File: src/rtl/picomips_pkg.sv
// -----------------------------------------------------------------------------
// picomips_pkg
// Shared definitions for the picoMips instruction sequencer:
//   - opcode_t : 4-bit opcode encodings (InstrData[15:12])
//   - state_t  : sequencer FSM states (FETCH / EXEC / HALT)
//   - ctrl_t   : bundle of ALU / register-file strobes
//   - instruction field bit positions
//   - decode_ctrl() : opcode -> strobe bundle
// -----------------------------------------------------------------------------
package picomips_pkg;

    typedef enum logic [3:0] {
        OP_NOP   = 4'h0,
        OP_LDI   = 4'h1,
        OP_LDSW  = 4'h2,
        OP_LDR   = 4'h3,
        OP_ADDI  = 4'h4,
        OP_ADDR  = 4'h5,
        OP_MULI  = 4'h6,
        OP_STR   = 4'h7,
        OP_JMP   = 4'h8,
        OP_WAITH = 4'h9,
        OP_WAITL = 4'hA,
        OP_HALT  = 4'hB
    } opcode_t;

    typedef enum logic [1:0] {
        ST_FETCH = 2'd0,
        ST_EXEC  = 2'd1,
        ST_HALT  = 2'd2
    } state_t;

    typedef struct packed {
        logic reg_we;
        logic we;
        logic sel_sw;
        logic sel_imm;
        logic use_mul;
        logic use_acc;
    } ctrl_t;

    // Instruction field positions
    localparam int OPC_MSB  = 15;
    localparam int OPC_LSB  = 12;
    localparam int FUNC_MSB = 14;
    localparam int FUNC_LSB = 12;
    localparam int REG_LSB  = 8;
    localparam int IMM_MSB  = 7;
    localparam int IMM_LSB  = 0;

    // Opcodes C..F and all control-flow opcodes produce no strobes.
    function automatic ctrl_t decode_ctrl(input logic [3:0] op);
        ctrl_t c;
        c = '0;
        case (op)
            OP_LDI:  begin c.sel_imm = 1'b1; c.we = 1'b1; end
            OP_LDSW: begin c.sel_sw  = 1'b1; c.we = 1'b1; end
            OP_LDR:  begin c.we      = 1'b1; end
            OP_ADDI: begin c.use_acc = 1'b1; c.sel_imm = 1'b1; c.we = 1'b1; end
            OP_ADDR: begin c.use_acc = 1'b1; c.we = 1'b1; end
            OP_MULI: begin c.use_acc = 1'b1; c.use_mul = 1'b1; c.we = 1'b1; end
            OP_STR:  begin c.reg_we  = 1'b1; end
            default: ;
        endcase
        return c;
    endfunction

endpackage

File: src/rtl/picomips_seq_sync2.sv
// -----------------------------------------------------------------------------
// picomips_sync2
// 1-bit two-flop synchroniser with asynchronous active-low reset (flops
// clear to 0).
// Ports:
//   i_clk   : destination clock
//   i_rst_n : asynchronous active-low reset
//   i_d     : asynchronous input
//   o_q     : synchronised output (2 cycles of latency)
// -----------------------------------------------------------------------------
module picomips_sync2 (
    input  logic i_clk,
    input  logic i_rst_n,
    input  logic i_d,
    output logic o_q
);

    logic r_meta;
    logic r_sync;

    always_ff @(posedge i_clk or negedge i_rst_n) begin
        if (!i_rst_n) begin
            r_meta <= 1'b0;
            r_sync <= 1'b0;
        end else begin
            r_meta <= i_d;
            r_sync <= r_meta;
        end
    end

    assign o_q = r_sync;

endmodule

File: src/rtl/picomips_seq.sv
// -----------------------------------------------------------------------------
// picomips_seq
// Instruction sequencer for the picoMips core. Fetches 16-bit instructions
// from a synchronous ROM (one cycle latency) and decodes them into ALU and
// register-file strobes. One instruction per two cycles (FETCH, EXEC) unless
// waiting on the Go switch or halted.
//
// Configuration macro: PICOMIPS_GO_SYNC_EN
//   defined   -> Go passes through picomips_sync2 (2-cycle latency)
//   undefined -> Go is used directly in the wait comparison
//
// Parameters:
//   PW : program counter width (ROM depth 2^PW), must be <= 8 (JMP target
//        is taken from the 8-bit immediate)
//   RW : register-file address width
// Ports:
//   Clock, nReset      : clock, asynchronous active-low reset
//   Go                 : user handshake switch
//   InstrData[15:0]    : ROM read data
//   PC[PW-1:0]         : ROM address
//   Imm, Func, RegAddr : instruction fields, driven in EXEC only
//   RegWE, WE, SelSW, SelImm, UseMul, UseACC : strobes, EXEC only
//   Halted             : sequencer halted
//   o_dbg_state[1:0]   : current FSM state (state_t encoding)
//
// Handshake: WAITH stalls in EXEC while Go (after optional sync) is 0, WAITL
// while it is 1; the PC increment and the exit from EXEC happen on the same
// clock edge once the condition is satisfied.
// -----------------------------------------------------------------------------
module picomips_seq
    import picomips_pkg::*;
#(
    parameter int PW = 8,
    parameter int RW = 3
) (
    input  logic          Clock,
    input  logic          nReset,
    input  logic          Go,
    input  logic [15:0]   InstrData,
    output logic [PW-1:0] PC,
    output logic [7:0]    Imm,
    output logic [2:0]    Func,
    output logic [RW-1:0] RegAddr,
    output logic          RegWE,
    output logic          WE,
    output logic          SelSW,
    output logic          SelImm,
    output logic          UseMul,
    output logic          UseACC,
    output logic          Halted,
    output logic [1:0]    o_dbg_state
);

    state_t        r_state;
    state_t        w_next_state;
    logic [PW-1:0] r_pc;
    logic [PW-1:0] w_next_pc;
    logic [3:0]    w_opcode;
    logic [7:0]    w_imm;
    ctrl_t         w_ctrl;
    logic          w_go;

`ifdef PICOMIPS_GO_SYNC_EN
    picomips_sync2 u_go_sync (
        .i_clk   (Clock),
        .i_rst_n (nReset),
        .i_d     (Go),
        .o_q     (w_go)
    );
`else
    assign w_go = Go;
`endif

    assign w_opcode = InstrData[OPC_MSB:OPC_LSB];
    assign w_imm    = InstrData[IMM_MSB:IMM_LSB];

    // Instruction bits between the register field and the opcode are not
    // interpreted by any instruction.
    generate
        if (REG_LSB + RW < OPC_LSB) begin : g_spare_bits
            logic w_unused_bits;
            assign w_unused_bits = ^InstrData[OPC_LSB-1:REG_LSB+RW];
        end
    endgenerate

    always_ff @(posedge Clock or negedge nReset) begin
        if (!nReset) begin
            r_state <= ST_FETCH;
            r_pc    <= '0;
        end else begin
            r_state <= w_next_state;
            r_pc    <= w_next_pc;
        end
    end

    always_comb begin
        w_next_state = r_state;
        w_next_pc    = r_pc;
        w_ctrl       = '0;
        Imm          = '0;
        Func         = '0;
        RegAddr      = '0;
        Halted       = 1'b0;

        case (r_state)
            ST_FETCH: begin
                w_next_state = ST_EXEC;
            end

            ST_EXEC: begin
                Imm          = w_imm;
                Func         = InstrData[FUNC_MSB:FUNC_LSB];
                RegAddr      = InstrData[REG_LSB +: RW];
                w_ctrl       = decode_ctrl(w_opcode);
                w_next_state = ST_FETCH;
                w_next_pc    = r_pc + PW'(1);

                case (w_opcode)
                    OP_JMP: begin
                        w_next_pc = w_imm[PW-1:0];
                    end
                    OP_WAITH: begin
                        if (!w_go) begin
                            w_next_state = ST_EXEC;
                            w_next_pc    = r_pc;
                        end
                    end
                    OP_WAITL: begin
                        if (w_go) begin
                            w_next_state = ST_EXEC;
                            w_next_pc    = r_pc;
                        end
                    end
                    OP_HALT: begin
                        // Halted is reported already in the EXEC cycle of HALT.
                        w_next_state = ST_HALT;
                        w_next_pc    = r_pc;
                        Halted       = 1'b1;
                    end
                    default: ;
                endcase
            end

            ST_HALT: begin
                Halted = 1'b1;
            end

            default: begin
                w_next_state = ST_FETCH;
            end
        endcase
    end

    assign PC          = r_pc;
    assign RegWE       = w_ctrl.reg_we;
    assign WE          = w_ctrl.we;
    assign SelSW       = w_ctrl.sel_sw;
    assign SelImm      = w_ctrl.sel_imm;
    assign UseMul      = w_ctrl.use_mul;
    assign UseACC      = w_ctrl.use_acc;
    assign o_dbg_state = r_state;

endmodule

File: config.mk
export PLATFORM = sky130hd
export DESIGN_NAME = picomips_seq
export DESIGN_NICKNAME = d
export VERILOG_FILES = /design/src/rtl/picomips_pkg.sv /design/src/rtl/picomips_seq_sync2.sv /design/src/rtl/picomips_seq.sv
export SDC_FILE = /design/constraint.sdc
export NUM_CORES = 1
export LEC_CHECK = 0
export ABC_AREA = 1
export CAP_MARGIN = 25
export CELL_PAD_IN_SITES_DETAIL_PLACEMENT = 1
export CELL_PAD_IN_SITES_GLOBAL_PLACEMENT = 2
export CORE_ASPECT_RATIO = 0.6
export CORE_MARGIN = 2
export CORE_UTILIZATION = 20
export DETAILED_ROUTE_END_ITERATION = 10
export PLACE_DENSITY = 0.92
export SYNTH_ARGS = -nofsm -noshare
export SYNTH_HDL_FRONTEND = slang
export SYNTH_SLANG_ARGS = --single-unit
File: constraint.sdc
create_clock -name Clock -period 4.1 [get_ports Clock]
set_input_delay 0.615 -clock Clock [delete_from_list [all_inputs] [get_ports Clock]]
set_output_delay 0.615 -clock Clock [all_outputs]
set_load 0.01 [all_outputs]
==> flow_summary.ini, run 1 <==
[global_route]
antenna_found_initial = 0
overflow = 0
grt_pass1_wl_mm = 5.05
grt_pass1_vias = 1085
globalRouteTotalUtil_pct = 11.9
grt_start_max_net_pins = 18

[run_status]
status = finished, final reports clean

[die]
rows = 19
num_io_pins = 50
die_h_um = 57.0
start_util_pct = 20.6
core_area_mm2 = 0.00454
die_area_mm2 = 0.00526
die_x_um = 92.3

[sta]
max_freq_mhz = 335
setup_tns_ns = 0
fin_hold_ws_ns = 0.565
finalCritPeriodShare_pct = 72.9
rsz0062_at_grt = no
worst-slew-pin-transition_ns = 0.504
slew_headroom_pct = 66.3
fin_skew_ns = 0.00368
slew_viol_final = 0
setup_viol = 0
final_hold_viol_count = 0
final.min_clock_period_ns = 2.99

[routing]
num_vias = 1124
wl_met3_um = 133
wl_met1_mm = 1.59
met2WireLength_mm = 1.25
routed_via_density = 4.15
wl_per_cell_um = 11.0
first_iter_violations = 25
drc = 0
topRoutingLayerUsed = met3
dr.pass1.iters = 4
wl_mm = 2.98
ant_nets = 0

[clocking]
path_clk_slew_ns = 0.05
ctsHoldBuffers = 0
cts.sinks = 10
cts_setup_buffers = 0
cts_buffer_depth = 2
htreeDepth = 1
clk_latency_ns = 0.24
cts_root_buffer = clkbuf_8
cts_tree = built
cts_resized = 0
cts_buffers = 3

[logic_synthesis]
synth.area.top_cells = dfrtp_1 (27%), nand2_1 (22%), inv_1 (14%), nand3_1 (7.5%), ha_1 (5.3%)
synth_cell_type_count = 25
synth_top_area_cell = dfrtp_1
yosysTopAreaCellShare_pct = 26.7
synth_area_um2 = 936
ys_warn_count = 0
synth_seq_area_share_pct = 26.7
postSynthAreaPerCell_um2 = 5.96
syn-num-nets = 180
synth_cells = 157
ys_ff_latch = 10

[job]
maxCapViolCount = 0

[placement]
gp_congestion = 0.763
portBuffers = 48
place_hpwl_mm = 2.43

[cells_and_area]
diodes = 0
drive_gt1_share_pct = 6.73
fin_util_pct = 34.1
areaGrowthSynthToFinish_pct = 65.5
final_net_count = 232

[critical_path]
worstPathArrival_ns = 2.37
critPathKind = input port to output pin
rr_worst_depth = 9
crit_path_start_kind = input port
r2r-start = o_dbg_state[1]
end_kind = output pin
r2r_setup_slack_ns = 2.49
worstPathMaxFanout = 6
worst_ep_required_time_ns = 3.48
r2r_end = PC[6]

[power_and_ir_drop]
power_leakage_nw = 0.818
power.density_mw_per_mm2 = 557
vdd_ir_drop_max_uv = 213

[hold_path]
hold_path.class = flop to flop
worstHoldPathCells = 2
min_from = PC[7]
min_to = PC[7]
## Yosys cell counts (all sizes together)
| cell | number |
|---|---|
| inv | 36 |
| o21ai | 9 |
| ha | 4 |
| o32ai | 1 |
| nand3 | 14 |
| buf | 1 |
| nor3 | 1 |
| xor2 | 1 |
| or2 | 1 |
| a22oi | 1 |
| clkbuf | 1 |
| nor2 | 12 |
| clkinv | 1 |
| nand4 | 3 |
| dfrtp | 10 |
| a21oi | 4 |
| nand2 | 57 |
## how the worst max path moves through the flow
stage              to  depth (start not counted)          start  slack, ns
3_3_place_gp   Halted                          8  InstrData[12]       1.12
2_1_floorplan  Halted                          6  InstrData[15]       2.16
3_5_place_dp   Halted                          8  InstrData[12]       1.12
6_report       Halted                          8  InstrData[12]       1.11
4_1_cts        Halted                          8  InstrData[12]       1.11
5_1_grt        Halted                          8  InstrData[12]       0.93
## cell usage in the layout, fill, tap and decap left out
cell type	netlist	layout
nor2_4	1	1
dfrtp_1	10	10
nand2_2	2	2
a21oi_4	1	1
o32ai_1	1	1
nor2_1	10	10
inv_2	1	1
buf_4	0	1
ha_1	4	4
or2_0	1	1
o21ai_0	6	6
xor2_1	1	1
nor2_2	1	1
clkdlybuf4s50_1	0	48
o21ai_2	1	1
a22oi_1	1	1
inv_1	35	35
clkbuf_8	0	4
nor3_1	1	1
o21ai_1	2	2
a21oi_1	3	3
nand2_1	54	54
clkinv_2	1	1
nand2_4	1	1
nand4_1	3	3
nand3_1	14	14
## worst max-delay path, cell delays in order
cell and delay [ns]:
clkdlybuf4s50_1 0.60, nand2_1 0.12, inv_2 0.10, nand2_1 0.07
o21ai_0 0.15, inv_1 0.07, nor2_1 0.09, clkdlybuf4s50_1 0.54
## sequential cells by signal (all words and copies together) (netlist names)
register and cells:
o_dbg_state 2, PC 8
## per-stage QoR
stage,worst slack [ns],power [mW],std cells,instance area (um2)
2_1_floorplan,2.16,0.469,157,936
6_report,1.11,0.862,271,1550
3_3_place_gp,1.12,0.732,267,1490
3_5_place_dp,1.12,0.743,267,1490
5_1_grt,0.927,0.945,271,1550
4_1_cts,1.11,0.872,271,1550
## cell type report
type	instances	area, um2
Sequential cell	10	250
Multi-Input combinational cell	108	537
Clock buffer	4	55.1
Tap cell	63	78.8
Inverter	37	140
Timing Repair Buffer	49	488
Fill cell	588	2990
## report_power, final
part           leakage, nW  total, mW  internal (mW)  switching [mW]
logic                0.663      0.537          0.262           0.275
registers            0.127      0.199          0.140          0.0582
clock network       0.0288      0.127         0.0847          0.0425
total                0.818      0.862          0.487           0.375
## kinds of logic after synthesis
group                      after synthesis  share of synthesized area, %
buffers and inverters                   39                          15.9
xor gates and xnor gates                 1                         0.936
DFF                                     10                          26.7
AOI/OAI and AO/OA                       15                          10.3
adders and majority gates                4                          5.35
and+or+nand+nor                         88                          40.8
## metal layers
layer	up-vias	GRT usage [%]
li1	578	-
met1	522	17.3
met2	24	17.9
met3	0	4.36
met4	0	0.640
met5	-	0
No activity file was read; power rests on OpenSTA's default activity.
==> run 2, diff against run 1 <==
--- a/config.mk
+++ b/config.mk
@@ -11,9 +11,9 @@
 export CELL_PAD_IN_SITES_GLOBAL_PLACEMENT = 2
 export CORE_ASPECT_RATIO = 0.6
 export CORE_MARGIN = 2
-export CORE_UTILIZATION = 20
+export CORE_UTILIZATION = 16
 export DETAILED_ROUTE_END_ITERATION = 10
-export PLACE_DENSITY = 0.92
+export PLACE_DENSITY = 0.8
 export SYNTH_ARGS = -nofsm -noshare
 export SYNTH_HDL_FRONTEND = slang
 export SYNTH_SLANG_ARGS = --single-unit
==> constraint.sdc (replaced) <==
create_clock -name Clock -period 2.65 [get_ports Clock]
set_input_delay 0.3975 -clock Clock [delete_from_list [all_inputs] [get_ports Clock]]
set_output_delay 0.3975 -clock Clock [all_outputs]
set_load 0.01 [all_outputs]
==> run 2 against run 1 <==
Net effect: via count is 1.6% lower; largest cell class unchanged; critical path depth is the same; critical endpoint unchanged; critical path type unchanged; combinational power is 56% higher.
==> flow_summary.ini, run 2 (same netlist as run 1, synthesis figures left out) <==
[cells_and_area]
drive_gt1_share_pct = 8.06
multiInputGateArea_um2 = 537
largest_reg_flops = 8
diodes = 0
final_cell_mix = nand2_1 (54), clkdlybuf4s50_1 (48), inv_1 (35)
ff_latch_area_um2 = 250
areaGrowthSynthToFinish_pct = 70.2
fill_cells = 718
fin_util_pct = 28.5
final_net_count = 235
fin_area_mm2 = 0.00159
layout_commonest_cell = nand2_1

[routing]
wl_met1_mm = 1.71
wl_mm = 3.05
wl_per_cell_um = 10.5
wl_met3_um = 142
num_vias = 1106
met2WireLength_mm = 1.20
topRoutingLayerUsed = met3
first_iter_violations = 36
routed_via_density = 3.80
drc = 0
ant_nets = 0
dr.pass1.iters = 4

[power_and_ir_drop]
power.density_mw_per_mm2 = 838
total_power_mw = 1.33
vdd_ir_drop_max_uv = 210
power_leakage_nw = 0.833

[clocking]
cts.sinks = 10
htreeDepth = 1
cts_tree = built
path_clk_slew_ns = 0.05
cts_root_buffer = clkbuf_8
cts_resized = 0
clk_latency_ns = 0.23
cts_setup_buffers = 0
cts_buffers = 3
cts_buffer_depth = 2
ctsHoldBuffers = 0

[global_route]
globalRouteTotalUtil_pct = 10.2
antenna_found_initial = 0
overflow = 0
grt_pass1_vias = 1134
grt_pass1_wl_mm = 5.31
grt_start_max_net_pins = 16

[placement]
place_hpwl_mm = 2.57
gp_congestion = 0.717
postPlaceCellArea_mm2 = 0.00154
portBuffers = 48

[hold_path]
hold_path.class = input port to asynchronous set/reset pin

[sta]
max_freq_mhz = 411
rsz0062_at_grt = no
worst-slew-pin-transition_ns = 0.502
setup_tns_ns = 0
setup_viol = 0
slew_headroom_pct = 66.4
final_hold_viol_count = 0
final.min_clock_period_ns = 2.43
slew_viol_final = 0
fin_skew_ns = 0.00144
finalCritPeriodShare_pct = 91.8

[die]
rows = 21
die_area_mm2 = 0.00650
core_area_mm2 = 0.00560
die_h_um = 63.2
num_io_pins = 50
die_x_um = 103
start_util_pct = 16.7

[run_status]
status = finished, final reports clean

[critical_path]
max_stage_delay_ns = 0.54
crit_slowest_cell = clkdlybuf4s50_1
end_kind = output pin
rr_worst_depth = 6
worst_ep_required_time_ns = 2.25
worstPathArrival_ns = 2.04
cp_cell_sequence = clkdlybuf4s50_1 > nand2_1 > inv_2 > nand2_1 > o21ai_0 > inv_1 > nor2_1 > clkdlybuf4s50_1
r2r_end = PC[3]
r2r-start = o_dbg_state[1]
worstPathMaxFanout = 4
critPathKind = input port to output pin
crit_path_start_kind = input port
r2r_setup_slack_ns = 1.12

[job]
maxCapViolCount = 0
-- run 2: how the worst max path moves through the flow --
stage | start | endpoint | cells after the start
CTS | InstrData[13] | Halted | 8
finish | InstrData[13] | Halted | 8
global placement | InstrData[12] | SelImm | 6
floorplan | o_dbg_state[1] | WE | 5
detailed placement | InstrData[12] | Halted | 8
global route | InstrData[13] | Halted | 8
-- run 2: final cells by class --
cell class / instances / share of cell area [%]
Tap cell: 80 / 6.28
Multi-Input combinational cell: 108 / 33.7
Clock buffer: 4 / 3.46
Inverter: 37 / 8.80
Timing Repair Buffer: 52 / 32.1
Sequential cell: 10 / 15.7
-- run 2: layer usage --
| metal | up-vias | GRT usage, % |
|---|---|---|
| met2 | 21 | 15.0 |
| met5 | - | 0 |
| met4 | 0 | 0 |
| met1 | 497 | 15.3 |
| met3 | 0 | 3.44 |
| li1 | 588 | - |
-- run 2: worst max-delay path: cells and delay by family --
family	cells	cell delay, ns
buffers and inverters	4	1.19
AO/OA/AOI/OAI	1	0.18
AND/OR/NAND/NOR	3	0.26
-- run 2: stage by stage --
stage	std cells	hold WS, ns	setup slack (ns)
finish	291	0.502	0.216
global route	291	0.541	0.0957
CTS	291	0.511	0.197
detailed placement	287	0.577	0.220
global placement	287	0.553	0.254
floorplan	157	0.102	0.971
-- run 2: power breakdown --
group	internal (mW)	switching, mW	leakage, nW
sequential	0.217	0.0892	0.127
combinational	0.411	0.426	0.678
clock	0.131	0.0600	0.0288
total	0.759	0.575	0.833
==> run 3, diff against run 2 <==
--- a/config.mk
+++ b/config.mk
@@ -9,10 +9,10 @@
 export CAP_MARGIN = 25
 export CELL_PAD_IN_SITES_DETAIL_PLACEMENT = 1
 export CELL_PAD_IN_SITES_GLOBAL_PLACEMENT = 2
-export CORE_ASPECT_RATIO = 0.6
-export CORE_MARGIN = 2
+export CORE_ASPECT_RATIO = 1.25
 export CORE_UTILIZATION = 16
 export DETAILED_ROUTE_END_ITERATION = 10
+export HOLD_SLACK_MARGIN = 0.12
 export PLACE_DENSITY = 0.8
 export SYNTH_ARGS = -nofsm -noshare
 export SYNTH_HDL_FRONTEND = slang
==> run 3 against run 2 <==
Net effect: setup slack improved by 0.021 ns; sequential cell count unchanged; highest routed layer is now met4; global-route usage decreased by 0.40 points; final area decreased by 2.1%; critical endpoint unchanged; non-clock buffer count unchanged; first-iteration DRC count decreased by 44%; largest power group unchanged.
==> flow_summary.ini, run 3 (same netlist as run 1, synthesis figures left out) <==
[critical_path]
critPathKind = flop to output pin
max_stage_delay_ns = 0.53
crit_path_start_kind = flop
worstPathArrival_ns = 2.02
end_kind = output pin
path_common_cell = inv_1
crit_slowest_cell = clkdlybuf4s50_1
worst_ep_required_time_ns = 2.25
worstPathMaxFanout = 5
cp_cell_sequence = inv_1 > ha_1 > inv_1 > o21ai_0 > inv_1 > nor2_1 > clkdlybuf4s50_1

[sta]
final.min_clock_period_ns = 2.41
final_hold_viol_count = 0
slew_viol_final = 0
rsz0062_at_grt = no
max_freq_mhz = 414
slew_headroom_pct = 64.4
setup_tns_ns = 0
setup_viol = 0
worst-slew-pin-transition_ns = 0.533
fin_skew_ns = 0.000339
finalCritPeriodShare_pct = 91.1

[clocking]
cts_tree = built
path_clk_slew_ns = 0.05
cts_setup_buffers = 0
cts_resized = 0
ctsHoldBuffers = 0
cts.sinks = 10
htreeDepth = 1
cts_buffer_depth = 2
cts_root_buffer = clkbuf_8
clk_latency_ns = 0.23
cts_buffers = 3

[power_and_ir_drop]
power_leakage_nw = 0.826
vdd_ir_drop_max_uv = 383
power.density_mw_per_mm2 = 825
total_power_mw = 1.29

[placement]
place_hpwl_mm = 2.37
portBuffers = 48
postPlaceCellArea_mm2 = 0.00152
gp_congestion = 0.724

[die]
die_x_um = 70.4
rows = 30
num_io_pins = 50
die_h_um = 87.5
die_area_mm2 = 0.00616
core_area_mm2 = 0.00552
start_util_pct = 17.0

[routing]
num_vias = 1102
routed_via_density = 4.02
first_iter_violations = 20
dr.pass1.iters = 3
wl_per_cell_um = 10.7
ant_nets = 0
wl_mm = 2.94
drc = 0

[cells_and_area]
diodes = 0
final_net_count = 235
final_cell_mix = nand2_1 (54), clkdlybuf4s50_1 (48), inv_1 (35)
largest_reg_flops = 8
layout_commonest_cell = nand2_1
fill_cells = 709
drive_gt1_share_pct = 7.62
fin_area_mm2 = 0.00156
areaGrowthSynthToFinish_pct = 66.6

[global_route]
grt_start_max_net_pins = 14
antenna_found_initial = 0
grt_pass1_vias = 1038
grt_pass1_wl_mm = 4.80
globalRouteTotalUtil_pct = 9.79
overflow = 0

[hold_path]
hold_path.class = input port to asynchronous set/reset pin

[run_status]
status = finished, final reports clean

[job]
maxCapViolCount = 0
run 3: cell count changes in the layout (fill, tap and decap cells not counted), sizes merged:
cell	change
clkbuf	-1
run 3: final timing paths:
path                                startpoint              to  slack (ns)  cells after the start
worst max-delay path            o_dbg_state[1]          Halted        0.24                      7
max in group asynchronous               nReset  o_dbg_state[0]        1.78                      1
worst max register to register  o_dbg_state[1]           PC[4]        1.07                      6
worst min register to register           PC[7]           PC[7]        0.54                      2
worst min-delay path                    nReset           PC[7]        0.52                      1
min in group Clock                       PC[7]           PC[7]        0.54                      2
run 3: stage by stage:
stage | instances | util [%] | worst slack (ns) | hold WS [ns]
detailed placement | 271 | 27.5 | 0.219 | 0.532
global route | 274 | 28.3 | 0.0333 | 0.560
global placement | 271 | 27.5 | 0.239 | 0.517
finish | 274 | 28.3 | 0.237 | 0.518
CTS | 274 | 28.3 | 0.169 | 0.526
floorplan | 157 | - | 0.971 | 0.102
run 3: power by group:
part           internal, mW  switching, mW
registers             0.217         0.0812
clock network        0.0994         0.0583
logic                 0.412          0.418
run 3: per-layer routing:
layer  GRT usage, %  routed length, um  vias up
met1           12.1               1310      498
li1               -                  -      580
met5              0                  0        -
met4           1.09                 10        0
met2           17.0               1460       22
met3           3.36                161        2
run 3: layout make-up:
| cell class | count | area (um2) | share of cell area, % |
|---|---|---|---|
| multi-input combinational | 108 | 537 | 34.4 |
| timing repair buffer | 52 | 510 | 32.7 |
| clock buffer | 3 | 41.3 | 2.65 |
| sequential | 10 | 250 | 16.1 |
| tap | 64 | 80.1 | 5.14 |
| inverter | 37 | 140 | 8.99 |
run 3: worst max-delay path, delay by kind of cell (launching register included):
kind / cells / cell delay (ns)
AOI/OAI and AO/OA: 1 / 0.20
adders and majority gates: 1 / 0.25
buffers and inverters: 4 / 0.85
DFF: 1 / 0.40
and+or+nand+nor: 1 / 0.09
